===== config.mk =====
export PLATFORM = sky130hd
export DESIGN_NAME = interrupt_acknowledge_sequencer
export DESIGN_NICKNAME = d
export VERILOG_FILES = /design/src/rtl/interrupt_acknowledge_sequencer.sv
export SDC_FILE = /design/constraint.sdc
export NUM_CORES = 1
export LEC_CHECK = 0
export ABC_AREA = 0
export BUFFER_PORTS_ARGS = -buffer_cell sky130_fd_sc_hd__buf_2
export CORE_MARGIN = 4
export CORE_UTILIZATION = 30
export CTS_BUF_LIST = sky130_fd_sc_hd__clkbuf_8
export CTS_CLUSTER_SIZE = 10
export DETAILED_ROUTE_END_ITERATION = 10
export GPL_TIMING_DRIVEN = 1
export HOLD_SLACK_MARGIN = 0.15
export SLEW_MARGIN = 40
export SYNTH_ARGS = -nofsm -noshare
export SYNTH_HDL_FRONTEND = slang
export SYNTH_SLANG_ARGS = --single-unit

===== constraint.sdc =====
create_clock -name clock -period 4.77 [get_ports clock]
set_input_delay 0.7155 -clock clock [delete_from_list [all_inputs] [get_ports clock]]
set_output_delay 0.7155 -clock clock [all_outputs]
set_load 0.01 [all_outputs]

===== src/rtl/interrupt_acknowledge_sequencer.sv =====
// CPU-side INTA sequencer for the XT core: samples INTR at instruction boundaries,
// runs the two-pulse INTA# bus cycle under LOCK#, and hands the vector to the core.
module interrupt_acknowledge_sequencer #(
  parameter int PULSE_WIDTH    = 4,
  parameter int GAP_WIDTH      = 3,
  parameter int RECOVERY_WIDTH = 2
) (
  input  logic       clock,
  input  logic       reset_n,
  input  logic       interrupt,
  input  logic       interrupt_enable,
  input  logic       instruction_boundary,
  input  logic [7:0] data_bus_in,
  output logic       interrupt_acknowledge_n,
  output logic       bus_lock_n,
  output logic       busy,
  output logic [7:0] vector,
  output logic       vector_valid,
  input  logic       vector_ready
);

  // Handshake: the vector transfers on any cycle where vector_valid and
  // vector_ready are both 1; vector_valid then drops at the next edge.

  localparam logic [3:0] PULSE_LAST    = 4'(PULSE_WIDTH - 1);
  localparam logic [3:0] GAP_LAST      = 4'(GAP_WIDTH - 1);
  localparam logic [3:0] RECOVERY_LAST = 4'(RECOVERY_WIDTH - 1);

  typedef enum logic [2:0] {
    IDLE    = 3'd0,
    INTA1   = 3'd1,
    GAP     = 3'd2,
    INTA2   = 3'd3,
    DONE    = 3'd4,
    RECOVER = 3'd5
  } state_t;

  state_t     state;
  state_t     state_nxt;
  logic [3:0] counter;

  always_comb begin
    state_nxt = state;
    case (state)
      IDLE:    if (interrupt && interrupt_enable && instruction_boundary) state_nxt = INTA1;
      INTA1:   if (counter == PULSE_LAST)    state_nxt = GAP;
      GAP:     if (counter == GAP_LAST)      state_nxt = INTA2;
      INTA2:   if (counter == PULSE_LAST)    state_nxt = DONE;
      DONE:    if (vector_valid && vector_ready) state_nxt = RECOVER;
      RECOVER: if (counter == RECOVERY_LAST) state_nxt = IDLE;
      default: state_nxt = IDLE;
    endcase
  end

  // Strobes are registered from the next state so they change cleanly on the edge.
  always_ff @(posedge clock or negedge reset_n) begin
    if (!reset_n) begin
      state                   <= IDLE;
      counter                 <= 4'd0;
      interrupt_acknowledge_n <= 1'b1;
      bus_lock_n              <= 1'b1;
      busy                    <= 1'b0;
      vector                  <= 8'h00;
      vector_valid            <= 1'b0;
    end else begin
      state <= state_nxt;
      if (state_nxt != state) begin
        counter <= 4'd0;
      end else if (state == INTA1 || state == GAP || state == INTA2 || state == RECOVER) begin
        counter <= counter + 4'd1;
      end
      interrupt_acknowledge_n <= !(state_nxt == INTA1 || state_nxt == INTA2);
      bus_lock_n              <= !(state_nxt == INTA1 || state_nxt == GAP || state_nxt == INTA2);
      busy                    <= (state_nxt != IDLE);
      if (state == INTA2 && state_nxt == DONE) begin
        vector       <= data_bus_in;
        vector_valid <= 1'b1;
      end else if (state == DONE && state_nxt == RECOVER) begin
        vector_valid <= 1'b0;
      end
    end
  end

endmodule


# [Yosys cells after proc, flatten, opt, wreduce, memory -nomap -nowiden]
# Index checks and enable logic that the tools add are counted.
[word_totals] out_inout_bits=12 ff_bits=19 in_bits=14 word_cells=50
[op_classes] mux=11 eq_ne=14 n_reduce_logical=17 n_addsub=1
[ops] operator="3-bit two-way mux" count=6
[ops] operator="3-bit case mux with 6 select lines" count=1
[ops] operator="3-bit by 2-bit equality test with 1-bit output, second input constant" count=4
[ops] operator="3-bit equality test, second input constant" count=4
[ops] operator="4-bit by 2-bit equality test with 1-bit output, second input constant" count=2
[ops] operator="4-bit two-way mux" count=2
[ops] operator="3-bit by 1-bit equality test with 1-bit output, second input constant" count=2
[ops] operator="1-bit logical OR" count=6
[ops] operator="1-bit logical AND" count=5
[ops] operator="4-bit by 1-bit adder with 4-bit output, second input constant" count=1
[ops] operator="4-bit by 1-bit equality test with 1-bit output, second input constant" count=1
[ops] operator="2-bit nonzero test" count=2
[ops] operator="3-bit zero test" count=1
[ops] operator="3-bit != test" count=1
[ops] operator="3-bit nonzero test" count=1
[ops] operator="1-bit zero test" count=2
[ops] operator="1-bit two-way mux" count=2

# [Logic depth before layout (Yosys ltp)]
# Gate-level depths: netlist (run 1).
[logic_depth] word_depth=8 depth_mapped=5 mapped_depth_nobuf=5

# [Worst setup path before layout (run 1)]
# OpenSTA, ideal clock, no wires.
[synth_timing] path_type="register to register" start="reg counter[0]" end="reg busy" path_stages_with_launch=6 setup_time_ns=0.132 t_required_ns=4.638 slack_ns=3.187 arrival_ns=1.452 synth_period_minus_slack_ns=1.583 path_cell_list="dfrtp_1 -> ha_1 -> and4bb_4 -> nand2_4 -> o31a_2 -> or3b_1"
[synth_via] elab_chain_len=4 word_cells_on_any_way=9 classes_between="3 x eq/ne; 5 x mux; 1 x reduce/logical"
[synth_lines] item="start, declared" line_no="40" text="logic [3:0] counter;"
[synth_lines] item="start signal, assigned" line_no="70" text="counter <= counter + 4'd1;"
[synth_lines] item="4-bit by 1-bit equality test with 1-bit output (tied with other cells)" line_no="50" text="RECOVER: if (counter == RECOVERY_LAST) state_nxt = IDLE;"
[synth_lines] item="3-bit two-way mux, on equally long branches"
[synth_lines] item="3-bit case mux with 6 select lines (*)" line_no="44" text="case (state)"
[synth_lines] item="3-bit nonzero test (*)" line_no="74" text="busy <= (state_nxt != IDLE);"
[synth_lines] item="end signal, assigned" line_no="74"
[synth_lines] item="end, declared" line_no="16" text="output logic busy,"
# Every way passes the cells marked *; elsewhere a longest branch is shown, timed or not.
# A chain may end at the register's enable or synchronous reset.

# [Worst setup path after layout (run 1)]
# Ends and elaborated chain as after synthesis.

==> results of run 1 <==
[path summary, 6_finish.rpt]
check                      startpoint                 endpoint  slack [ns]  cells past startpoint
setup / recovery           counter[0]                     busy        3.08                      5
hold / removal                reset_n                 state[0]        0.39                      1
setup reg to reg           counter[0]                     busy        3.08                      5
hold reg to reg             vector[7]                vector[7]        0.51                      1
max in group asynchronous     reset_n  interrupt_acknowledge_n        4.06                      1
min in group clock          vector[7]                vector[7]        0.51                      1
[where the power goes]
group | total (mW) | switching (mW) | internal [mW] | leakage [nW]
clock network | 0.104 | 0.0468 | 0.0570 | 0.0269
logic | 0.370 | 0.184 | 0.186 | 0.306
registers | 0.306 | 0.0662 | 0.240 | 0.227
total | 0.780 | 0.297 | 0.483 | 0.560
[cell families after synthesis]
family                   count (synthesis)  share of synthesized area
AND/OR/NAND/NOR                         23                     0.1613
flip-flops                              19                     0.4775
AO/OA/AOI/OAI                           16                     0.1625
buffers and inverters                    8                    0.04500
multiplexers                             8                    0.09000
XOR/XNOR                                 3                    0.02625
adder cells (fa/ha/maj)                  3                    0.03750
[sequential cells by signal (all words and copies together) (netlist names)]
register / count
vector: 8
counter: 4
state: 3
bus_lock_n: 1
busy: 1
interrupt_acknowledge_n: 1
vector_valid: 1
[synthesized netlist by cell type (all sizes together)]
| master | instances |
|---|---|
| buf | 2 |
| a21oi | 4 |
| a2bb2oi | 1 |
| dfrtp | 17 |
| or2b | 1 |
| a2111oi | 1 |
| inv | 6 |
| a22oi | 1 |
| o31a | 1 |
| dfstp | 2 |
| o31ai | 1 |
| and3 | 2 |
| nand3 | 3 |
| xnor2 | 3 |
| nor3 | 2 |
| nor2 | 3 |
| a21o | 1 |
| ha | 3 |
| a311o | 1 |
| a31oi | 1 |
| and2 | 1 |
| nand4b | 1 |
| nand2b | 3 |
| o21ai | 2 |
| or3b | 1 |
| nor4b | 1 |
| and4bb | 1 |
| and2b | 1 |
| mux2 | 8 |
| o21a | 1 |
| nand2 | 3 |
| a211oi | 1 |
[final cells by class]
class                   count  area (um^2)  share of cell area
well taps                  44        55.05             0.04574
flip-flops and latches     19        478.0              0.3971
repair buffers             25        125.1              0.1040
clock inverters             1        3.754            0.003119
multi-input cells          53        478.0              0.3971
clock buffers               3        41.29             0.03430
inverters                   6        22.52             0.01871
[worst max-delay path: stages (launching register included)]
cell	delay [ns]
dfrtp_1	0.43
ha_1	0.26
and4bb_4	0.23
nand2_4	0.12
o31a_2	0.19
or3b_1	0.34
[per-stage QoR]
step	power (mW)	instance area, um^2	hold slack [ns]	cells
finish	0.7800	1204	0.3913	151
global route	0.8407	1204	0.4248	151
CTS	0.7934	1204	0.3999	151
detailed placement	0.6854	1159	0.4864	147
global placement	0.6747	1159	0.4883	147
floorplan	0.5905	1001	0.4199	80
[metal layers]
layer  vias up  GRT usage  routed length, um
li1        341          -                  -
met1       313     0.1146                844
met2        17     0.1427                825
met3         2   0.006838                 75
met4         0    0.06218                 29
met5         -          0                  0
==> out/metrics.csv, run 1 <==
metric,value,unit
first-pass GRT wire length,2967,um
Vias/cell,4.457,
All-Layer GR Usage,0.08980,
total number of yosys warnings,0,
critical path type,reg -> reg,
Final WS setup,3.084,ns
most frequent cells in the layout,"buf_2 (25), dfrtp_1 (17), mux2_2 (8)",
CTS Sinks,19,
drt pass-1 iters,4,
Least-Margin Pin Slew,0.4103,ns
Post-CTS Setup Inserts,0,
pwr/cell area,648.0,nW/um^2
CP Launch Type,flip-flop,
worst-case clock buffer depth,2,
CORE AREA,3128,um^2
Max-Cap Viols,0,
TritonCTS clock tree,done,
clk_lat worst skew,0.25,ns
Netlist Area Pre-Place,1001,um^2
status,completed,
crit path max fanout,9,
die area,4324,um^2
Util after Layout,0.3848,
RSZ-0062 raised after global routing,false,
CP Capture Type,flip-flop,
detailed-placement wirelength estimate,1390,um
leakage,0.5597,nW
GRT overflow,0,
register area share after synthesis,0.4775,
diode count,0,
Syn Area/Cell,12.51,um^2
pre-CTS setup slack,3.067,ns
HP Class,in -> async,
"Arr. time, crit path",1.81,ns
hold buffer count at CTS,0,
clk root buf,clkbuf_8,
period utilization,0.3536,
VDD IR max,232.4,uV
setup TNS,0,ns
share of layout cells above drive strength 1,0.4673,
Die H,65.76,um
Die Span X,65.76,um
"Hold Vio Cnt, Final",0,
max-slew violation count,0,
Area contributors post-synth,"dfrtp_1 (43%), mux2_2 (9.0%), dfstp_2 (5.3%), ha_1 (3.8%), a2111oi_4 (2.7%)",
Routed WL per cell,11.75,um
post-synth top area cell,dfrtp_1,
NumNets Final,125,
Post-Syn Instances,80,
"Req. time, crit path",4.90,ns
clock skew,0.001532,ns
#FFs+latches synth,19,
FILL cells,303,
Post-Route WL,1775,um
final weighted congestion in routability-driven placement,0.7322,
Vias,673,
post-synthesis cell type count,34,
starting density of the core,0.3200,
Post-Syn Nets,97,
depth of the CTS H-tree,1,
Peak Freq,0.5929,GHz
DRC,0,
CTS clock-pin slew for the worst setup and hold paths,0.06,ns
Antenna Violating Nets Remaining,0,
row count,20,
pin count of the biggest net entering global routing,20,
Final min period,1.686,ns
CTS resizes,0,
# IOs,26,
Slew Limit Headroom,0.7265,
endpoints failing setup,0,
vias in the first global route,699,
P&R area growth vs syn,20.25,%
initial antenna violation count,0,
number of DRC markers in iteration 0,6,
"commonest non-fill, non-tap cell in the layout",buf_2,
CTS buffer count,3,
PortBufs,25,
post-synth top area share,0.4250,
No activity file was read; power rests on OpenSTA's default activity.
==> inputs of run 2 (changes only) <==
==> constraint.sdc (replaced) <==
create_clock -name clock -period 1.7 [get_ports clock]
set_input_delay 0.255 -clock clock [delete_from_list [all_inputs] [get_ports clock]]
set_output_delay 0.255 -clock clock [all_outputs]
set_load 0.01 [all_outputs]
==> run 2 against run 1 <==
Critical path depth did not move. Wire length rose by 5.9%. Count of clock-buffer cells in the layout did not move. Total power rose to 2.9 times the previous value. Largest power group unchanged.
==> out/metrics.csv, run 2 (synthesis gave the netlist of run 1 again) <==
metric,value,unit,change
"Arr. time, crit path",1.77,ns,-0.04 ns
Hold Slack,0.2345,ns,-0.1568 ns
initial antenna violation count,0,,unchanged
Util after Layout,0.4000,,+0.01520
GRT overflow,0,,unchanged
Max-Cap Viols,0,,unchanged
Overall Power,2.247,mW,+190%
Post-Route WL,1880,um,+5.9%
critical path type,reg -> reg,,
first-pass GRT wire length,3367,um,+13%
Antenna Violating Nets Remaining,0,,unchanged
FF-to-FF End,counter[1],,
Slew Limit Headroom,0.7289,,+0.002382
Vias/cell,4.571,,+2.5%
CP Launch Type,flip-flop,,
"Hold Vio Cnt, Final",0,,unchanged
worst-case reg-to-reg path depth,5,,unchanged
endpoints failing setup,0,,unchanged
TritonCTS clock tree,done,,
setup TNS,0,ns,unchanged
crit path max fanout,5,,-4
depth of the CTS H-tree,1,,unchanged
clock skew,0.002021,ns,+0.0004887 ns
Die H,65.76,um,unchanged
Max stage delay on crit path,0.43,ns,about the same
pwr/cell area,1796,nW/um^2,+180%
VDD IR max,841.7,uV,+260%
"Req. time, crit path",1.85,ns,-3.05 ns
"commonest non-fill, non-tap cell in the layout",buf_2,,
Least-Margin Pin Slew,0.4067,ns,-0.003573 ns
CTS clock-pin slew for the worst setup and hold paths,0.06,ns,about the same
row count,20,,unchanged
crit path cell chain,ha_2 -> nor4b_2 -> a311o_2 -> a2bb2oi_2 -> a2111oi_4,,
Largest register FFs,8,,unchanged
# IOs,26,,unchanged
vias in the first global route,780,,+12%
Peak Freq,0.6151,GHz,+3.7%
number of DRC markers in iteration 0,17,,+11
CP Capture Type,flip-flop,,
Largest Register,vector,,
hold_sp,data_bus_in[4],,
worst-case clock buffer depth,2,,unchanged
Routed WL per cell,12.05,um,+2.5%
pin count of the biggest net entering global routing,20,,unchanged
Vias,713,,+5.9%
Final min period,1.626,ns,-0.06066 ns
biggest registers after layout,"vector (8), counter (4), state (3)",,
slowest cell on the critical path,dfrtp_1,,
leakage,0.5841,nW,+4.4%
pre-CTS setup slack,0.04641,ns,-3.021 ns
Min-Delay Endpoint,vector[4],,
status,completed,,
share of layout cells above drive strength 1,0.5000,,+0.03271
Final WS setup,0.07416,ns,-3.009 ns
clk root buf,clkbuf_8,,
All-Layer GR Usage,0.09953,,+0.009734
diode count,0,,unchanged
PortBufs,25,,unchanged
die area,4324,um^2,unchanged
Reg-to-Reg Start,counter[1],,
CTS buffer count,3,,unchanged
starting density of the core,0.3200,,unchanged
P&R area growth vs syn,25.00,%,
RSZ-0062 raised after global routing,false,,
max-slew violation count,0,,unchanged
clk_lat worst skew,0.25,ns,about the same
final weighted congestion in routability-driven placement,0.7808,,+6.6%
drt pass-1 iters,2,,-2
CORE AREA,3128,um^2,unchanged
hold path cells,2,,
period utilization,0.9564,,+0.6028
detailed-placement wirelength estimate,1517,um,+9.1%
HP Class,in -> reg,,
most frequent cells in the layout,"buf_2 (25), dfrtp_1 (17), mux2_2 (8)",,
CTS Sinks,19,,unchanged
NumNets Final,130,,+4.0%
R2R setup slack,0.07,ns,-3.01 ns
DRC,0,,unchanged
Post-CTS Setup Inserts,0,,unchanged
Die Span X,65.76,um,unchanged
[run 2: how the worst max path moves through the flow]
| stage | startpoint | endpoint | slack [ns] | cells after the start |
|---|---|---|---|---|
| after floorplan | counter[0] | busy | 0.12 | 5 |
| after global placement | counter[1] | counter[1] | 0.10 | 5 |
| after detailed placement | counter[1] | counter[1] | 0.05 | 5 |
| after global routing | state[2] | busy | 0.003 | 4 |
| final | counter[1] | counter[1] | 0.07 | 5 |
| after CTS | counter[1] | counter[1] | 0.03 | 5 |
[run 2: critical path, delay by kind of cell, from the launching register on]
family / cells / cell delay [ns]
AOI/OAI and AO/OA: 3 / 0.72
adders and majority gates: 1 / 0.21
DFF: 1 / 0.43
and+or+nand+nor: 1 / 0.16
[run 2: report_power, final]
part | switching, mW | internal [mW]
logic | 0.559 | 0.570
clock network | 0.131 | 0.160
registers | 0.152 | 0.675
[run 2: cell type report]
type	instances	area, um^2
flip-flops and latches	19	478.0
repair buffers	30	165.2
inverters	6	22.52
fillers	303	1877
multi-input cells	53	485.5
well taps	44	55.05
clock buffers	3	41.29
clock inverters	1	3.754
[run 2: layer usage]
metal,track usage,up-vias,routed length (um)
met5,0,-,0
met4,0.05440,0,24
met3,0.01880,2,79
met2,0.1677,17,954
met1,0.1180,345,820
li1,-,349,-
[run 2: timing repair]
item,CTS,global route
gates resized for setup,0,2
endpoints found under the setup margin,0,3
endpoints found under the hold margin,17,0
hold buffers,1,0
[run 2: through the flow]
stage	instances	instance area [um^2]
after floorplan	80	1001
after global placement	151	1189
after detailed placement	151	1189
after CTS	156	1244
after global routing	156	1251
final	156	1251
